### src/rtl/cpu_ctrl_pkg.sv
// Shared opcode values, controller state encoding and instruction classes
// for the hardwired CPU control sequencer.
package cpu_ctrl_pkg;

    localparam int OPC_BITS = 5;

    localparam logic [OPC_BITS-1:0] OP_ADD  = 5'b00011;
    localparam logic [OPC_BITS-1:0] OP_SUB  = 5'b00100;
    localparam logic [OPC_BITS-1:0] OP_AND  = 5'b00101;
    localparam logic [OPC_BITS-1:0] OP_OR   = 5'b00110;
    localparam logic [OPC_BITS-1:0] OP_ROR  = 5'b00111;
    localparam logic [OPC_BITS-1:0] OP_ROL  = 5'b01000;
    localparam logic [OPC_BITS-1:0] OP_SHR  = 5'b01001;
    localparam logic [OPC_BITS-1:0] OP_SHRA = 5'b01010;
    localparam logic [OPC_BITS-1:0] OP_SHL  = 5'b01011;
    localparam logic [OPC_BITS-1:0] OP_ADDI = 5'b01100;
    localparam logic [OPC_BITS-1:0] OP_ANDI = 5'b01101;
    localparam logic [OPC_BITS-1:0] OP_ORI  = 5'b01110;
    localparam logic [OPC_BITS-1:0] OP_BR   = 5'b10011;
    localparam logic [OPC_BITS-1:0] OP_JR   = 5'b10100;
    localparam logic [OPC_BITS-1:0] OP_NOP  = 5'b11010;
    localparam logic [OPC_BITS-1:0] OP_HALT = 5'b11011;

    typedef enum logic [3:0] {
        RST, F0, F1, F2, T3, T4, T5, T6, IDLE, HALT
    } state_t;

    // Class names carry a prefix so CL_HALT does not collide with the HALT state.
    typedef enum logic [2:0] {
        CL_RTYPE, CL_ITYPE, CL_BR, CL_JR, CL_NOP, CL_HALT, CL_BAD
    } instr_class_t;

endpackage

### src/rtl/instr_class_decode.sv
// Combinational opcode decode: instruction class plus the ALU operation
// used in the execute states.
module instr_class_decode
    import cpu_ctrl_pkg::*;
(
    input  logic [OPC_BITS-1:0] opcode,
    output instr_class_t        cls,
    output logic [OPC_BITS-1:0] alu_op
);

    always_comb begin
        cls    = CL_BAD;
        alu_op = '0;
        case (opcode)
            OP_ADD, OP_SUB, OP_AND, OP_OR, OP_ROR,
            OP_ROL, OP_SHR, OP_SHRA, OP_SHL: begin
                cls    = CL_RTYPE;
                alu_op = opcode;
            end
            OP_ADDI: begin cls = CL_ITYPE; alu_op = OP_ADD; end
            OP_ANDI: begin cls = CL_ITYPE; alu_op = OP_AND; end
            OP_ORI:  begin cls = CL_ITYPE; alu_op = OP_OR;  end
            // Branch target is PC + C, computed with an add in T5.
            OP_BR:   begin cls = CL_BR;    alu_op = OP_ADD; end
            OP_JR:   cls = CL_JR;
            OP_NOP:  cls = CL_NOP;
            OP_HALT: cls = CL_HALT;
            default: cls = CL_BAD;
        endcase
    end

endmodule

### src/rtl/control_sequencer.sv
// Hardwired Moore control unit: walks fetch and execute states and drives
// every datapath strobe of the 32-bit CPU from the current state.
module control_sequencer
    import cpu_ctrl_pkg::*;
#(
    parameter int IR_W  = 32,
    parameter int OPC_W = OPC_BITS
) (
    input  logic             Clock,
    input  logic             Reset,
    input  logic             Stop,
    input  logic [IR_W-1:0]  IR,
    input  logic             CON_out,
    output logic             PCout,
    output logic             Zlowout,
    output logic             MDRout,
    output logic             Cout,
    output logic             MARin,
    output logic             Zin,
    output logic             PCin,
    output logic             MDRin,
    output logic             IRin,
    output logic             Yin,
    output logic             IncPC,
    output logic             Read,
    output logic             Write,
    output logic             GRA,
    output logic             GRB,
    output logic             GRC,
    output logic             Rin,
    output logic             Rout,
    output logic             BAout,
    output logic             CON_in,
    output logic [OPC_W-1:0] operation,
    output logic             Run,
    output logic             Illegal
);

    state_t             state_q, state_d, end_state;
    instr_class_t       dec_cls, cls_q;
    logic [OPC_W-1:0]   dec_op, op_q;
    logic [OPC_W-1:0]   opcode;
    logic               unused_ir;

    assign opcode    = IR[IR_W-1 -: OPC_W];
    assign unused_ir = ^IR[IR_W-OPC_W-1:0];
    assign end_state = Stop ? IDLE : F0;

    instr_class_decode u_decode (
        .opcode (opcode),
        .cls    (dec_cls),
        .alu_op (dec_op)
    );

    // Class and ALU op are captured leaving T3 so T4..T6 depend on state only.
    always_ff @(posedge Clock or posedge Reset) begin
        if (Reset) begin
            state_q <= RST;
            cls_q   <= CL_NOP;
            op_q    <= '0;
        end else begin
            state_q <= state_d;
            if (state_q == T3) begin
                cls_q <= dec_cls;
                op_q  <= dec_op;
            end
        end
    end

    always_comb begin
        state_d = state_q;
        case (state_q)
            RST:  state_d = F0;
            F0:   state_d = F1;
            F1:   state_d = F2;
            F2:   state_d = T3;
            T3: begin
                case (dec_cls)
                    CL_JR, CL_NOP, CL_BAD: state_d = end_state;
                    CL_HALT:               state_d = HALT;
                    default:               state_d = T4;
                endcase
            end
            T4:   state_d = T5;
            T5:   state_d = (cls_q == CL_BR && CON_out) ? T6 : end_state;
            T6:   state_d = end_state;
            IDLE: state_d = Stop ? IDLE : F0;
            HALT: state_d = HALT;
            default: state_d = RST;
        endcase
    end

    always_comb begin
        PCout = 1'b0; Zlowout = 1'b0; MDRout = 1'b0; Cout  = 1'b0;
        MARin = 1'b0; Zin     = 1'b0; PCin   = 1'b0; MDRin = 1'b0;
        IRin  = 1'b0; Yin     = 1'b0; IncPC  = 1'b0; Read  = 1'b0;
        Write = 1'b0; GRA     = 1'b0; GRB    = 1'b0; GRC   = 1'b0;
        Rin   = 1'b0; Rout    = 1'b0; BAout  = 1'b0; CON_in = 1'b0;
        operation = '0;
        Run       = 1'b0;
        Illegal   = 1'b0;
        case (state_q)
            F0: begin Run = 1'b1; PCout = 1'b1; MARin = 1'b1; IncPC = 1'b1; PCin = 1'b1; end
            F1: begin Run = 1'b1; Read = 1'b1; MDRin = 1'b1; end
            F2: begin Run = 1'b1; MDRout = 1'b1; IRin = 1'b1; end
            T3: begin
                Run = 1'b1;
                case (dec_cls)
                    CL_RTYPE, CL_ITYPE: begin GRB = 1'b1; Rout = 1'b1; Yin = 1'b1; end
                    CL_BR:   begin GRA = 1'b1; Rout = 1'b1; CON_in = 1'b1; end
                    CL_JR:   begin GRA = 1'b1; Rout = 1'b1; PCin = 1'b1; end
                    CL_BAD:  Illegal = 1'b1;
                    default: ;
                endcase
            end
            T4: begin
                Run = 1'b1;
                case (cls_q)
                    CL_RTYPE: begin GRC = 1'b1; Rout = 1'b1; Zin = 1'b1; operation = op_q; end
                    CL_ITYPE: begin Cout = 1'b1; Zin = 1'b1; operation = op_q; end
                    CL_BR:    begin PCout = 1'b1; Yin = 1'b1; end
                    default: ;
                endcase
            end
            T5: begin
                Run = 1'b1;
                case (cls_q)
                    CL_RTYPE, CL_ITYPE: begin Zlowout = 1'b1; GRA = 1'b1; Rin = 1'b1; end
                    CL_BR:   begin Cout = 1'b1; Zin = 1'b1; operation = op_q; end
                    default: ;
                endcase
            end
            T6: begin Run = 1'b1; Zlowout = 1'b1; PCin = 1'b1; end
            default: ;
        endcase
    end

endmodule

### config.mk
export PLATFORM = sky130hd
export DESIGN_NAME = control_sequencer
export DESIGN_NICKNAME = d
export VERILOG_FILES = /design/src/rtl/cpu_ctrl_pkg.sv /design/src/rtl/instr_class_decode.sv /design/src/rtl/control_sequencer.sv
export SDC_FILE = /design/constraint.sdc
export NUM_CORES = 1
export LEC_CHECK = 0
export CORE_MARGIN = 2
export CORE_UTILIZATION = 39
export DETAILED_ROUTE_END_ITERATION = 10
export PLACE_DENSITY = 0.81
export SLEW_MARGIN = 15
export SYNTH_ARGS = -nofsm -noshare
export SYNTH_HDL_FRONTEND = slang
export SYNTH_HIERARCHICAL = 1
export SYNTH_SLANG_ARGS = --single-unit
### constraint.sdc
create_clock -name Clock -period 2.3 [get_ports Clock]
set_input_delay 0.46 -clock Clock [delete_from_list [all_inputs] [get_ports Clock]]
set_output_delay 0.46 -clock Clock [all_outputs]
set_load 0.01 [all_outputs]
==> results.toml <==
[status]
outcome = "complete, no violations"

[power_and_ir_drop]
p_leak_nw = 0.946
ir_worst_vdd_uv = 300
power.density_nw_per_um2 = 978
power_mw = 1.78

[job]
maxCapViolCount = 0

[yosys]
ys_types = 48
yosysSeqAreaShare = 0.254
syn_avg_cell_area_sq_um = 7.61
netlist_top_cells_area = "dfrtp_1, nand2_1, a21oi_1"
synth-edff-count = 0
yosys_warnings = 6
syn_inst = 156
synth_top_area_share = 0.232
dominantRegCellSynth = "dfrtp_1"
synth_area_sq_um = 1190
yosysTopAreaCell = "dfrtp_1"
ys_ff_latch = 12
synthArstFlopShare = 1.00
ys_top_cells_by_count = "nand2_1, a21oi_1, dfrtp_1"
yosysMostFrequentCell = "nand2_1"

[sta]
setup_viol = 0
setup_tns_ps = 0
tightest_slew_ps = 603
slew_headroom = 0.596
finalHoldViolCount = 0
slew_violations = 0
hold-worst-slack_ps = 465
final.min_clock_period_ps = 2280
fin_skew_ps = 5.83
rsz0062_at_grt = "yes"
post-route-period-util = 0.992
fmax_ghz = 0.438

[clock_tree]
path_clk_slew_ps = 80
cts_root_buf = "clkbuf_4"
cts_buffers = 3
cts_max_level = 1
cts_tree = "done"
clock_path_buffers = 2
insertion_delay_ps = 290
cts.sinks = 12

[critical_path]
crit_path_start_kind = "register"
end_kind = "primary output"
r2r_slack_ps = 740
critPathKind = "reg2out"
critPathMaxFanout = 11
reg2reg_depth = 5
r2r-end = "state_q[3]"
arrival_ps = 1820
required_ps = 1840
timing.rr.start = "state_q[3]"

[global_route]
grt_pass1_wl_microns = 5360
grt_max_degree = 13
grt_pass1_vias = 1205
overflow = 0
antenna_found_initial = 0
track_usage = 0.201

[hold_path]
holdCritPathClass = "reg2reg"
hold_depth = 2
min_to = "op_q[2]"
min_from = "op_q[2]"

[place]
place_area_sq_um = 1660
gp_congestion = 0.885
dpl.hpwl_microns = 2370
portBuffers = 33

[final_layout]
fillers = 259
area_delta_synth_final_pct = 53.4
final_nets = 253
diodes = 0
drive_gt1_frac = 0.407
fin_area_sq_um = 1820

[route]
totalWireLength_microns = 3490
drc = 0
wl_per_cell_microns = 14.0
via_count = 1347
vias_per_cell = 5.41
ant_nets = 0
drt-initial-drc-count = 58
dr.pass1.iters = 4

[die]
die_h_microns = 59.2
ios = 63
rows = 20
core_area_sq_um = 2980
start_util = 0.399
dieArea_sq_um = 3500
fp.dieW_microns = 59.2
[worst max-delay path by stage]
stage / from / end / slack (ps) / depth (start not counted)
after floorplan: IR[27] / PCin / 10 / 7
after global placement: IR[30] / PCin / -820 / 9
after detailed placement: IR[30] / PCin / -900 / 8
after CTS: IR[27] / PCin / -80 / 8
after global routing: state_q[1] / IRin / -30 / 5
final: state_q[0] / GRA / 20 / 6
[metrics by stage]
step           instances  utilization  worst slack, ps
2_1_floorplan        157            -             14.1
5_1_grt              249        0.612            -32.3
6_report             249        0.612             17.6
4_1_cts              249        0.596            -81.1
3_3_place_gp         236        0.558             -824
3_5_place_dp         236        0.558             -897
[cell families (layout without fill, tap and decap cells)]
family / after synthesis / in the layout / synth area share
flip-flops: 12 / 12 / 0.254
XOR/XNOR: 1 / 1 / 0.00738
AO/OA/AOI/OAI: 38 / 38 / 0.212
buffers and inverters: 22 / 81 / 0.117
AND/OR/NAND/NOR: 81 / 81 / 0.404
other: 2 / 3 / 0.00632
[repair_timing]
action	4_1_cts	5_1_grt
setup endpoints to repair	22	19
hold buffers	0	0
setup buffers	9	0
resized for setup	56	36
pin swaps	2	7
[cell type report]
cell class | instances | area (sq um) | area share
Multi-Input combinational cell | 123 | 837 | 0.459
Timing Repair Buffer | 70 | 577 | 0.317
Sequential cell | 12 | 304 | 0.167
Tap cell | 33 | 41.3 | 0.0227
Clock buffer | 4 | 36.3 | 0.0199
Inverter | 7 | 26.3 | 0.0144
[cell usage in the layout, fill, tap and decap left out, drive strengths merged, types with 3 or more instances in the layout]
cell type	netlist	layout
buf	14	45
clkdlybuf4s50	0	7
dfrtp	11	11
nor3	10	10
and3	4	4
a21o	3	3
and2	6	6
o22ai	3	3
o211ai	3	3
nor2	9	9
inv	7	7
o21ai	5	5
nand2	28	28
clkdlybuf4s15	0	7
clkbuf	1	6
conb	2	3
dlygate4sd2	0	4
dlymetal6s2s	0	5
a21oi	15	15
nand2b	8	8
[flip-flops by register name (all words and copies together) (netlist names)]
signal and flops:
state_q 4, cls_q 3, op_q 5
[per-layer routing]
layer  part of all wire  global-route usage
met3              0.058             0.00655
met5                  0                   0
met2               0.51               0.360
met4              0.036               0.104
met1               0.39               0.244
[worst max-delay path, cell delays in order (launching register included)]
cell,delay [ps]
dfrtp_2,430
buf_4,160
nor2_2,200
nand2_2,150
buf_4,200
o21ai_1,150
clkdlybuf4s15_2,240
[power by group]
part / leakage (nW) / total, mW / internal, mW / switching [mW]
combinational: 0.777 / 1.22 / 0.605 / 0.613
sequential: 0.149 / 0.390 / 0.319 / 0.0701
clock: 0.0210 / 0.174 / 0.0966 / 0.0776
Power figures use the tool's default switching activity.
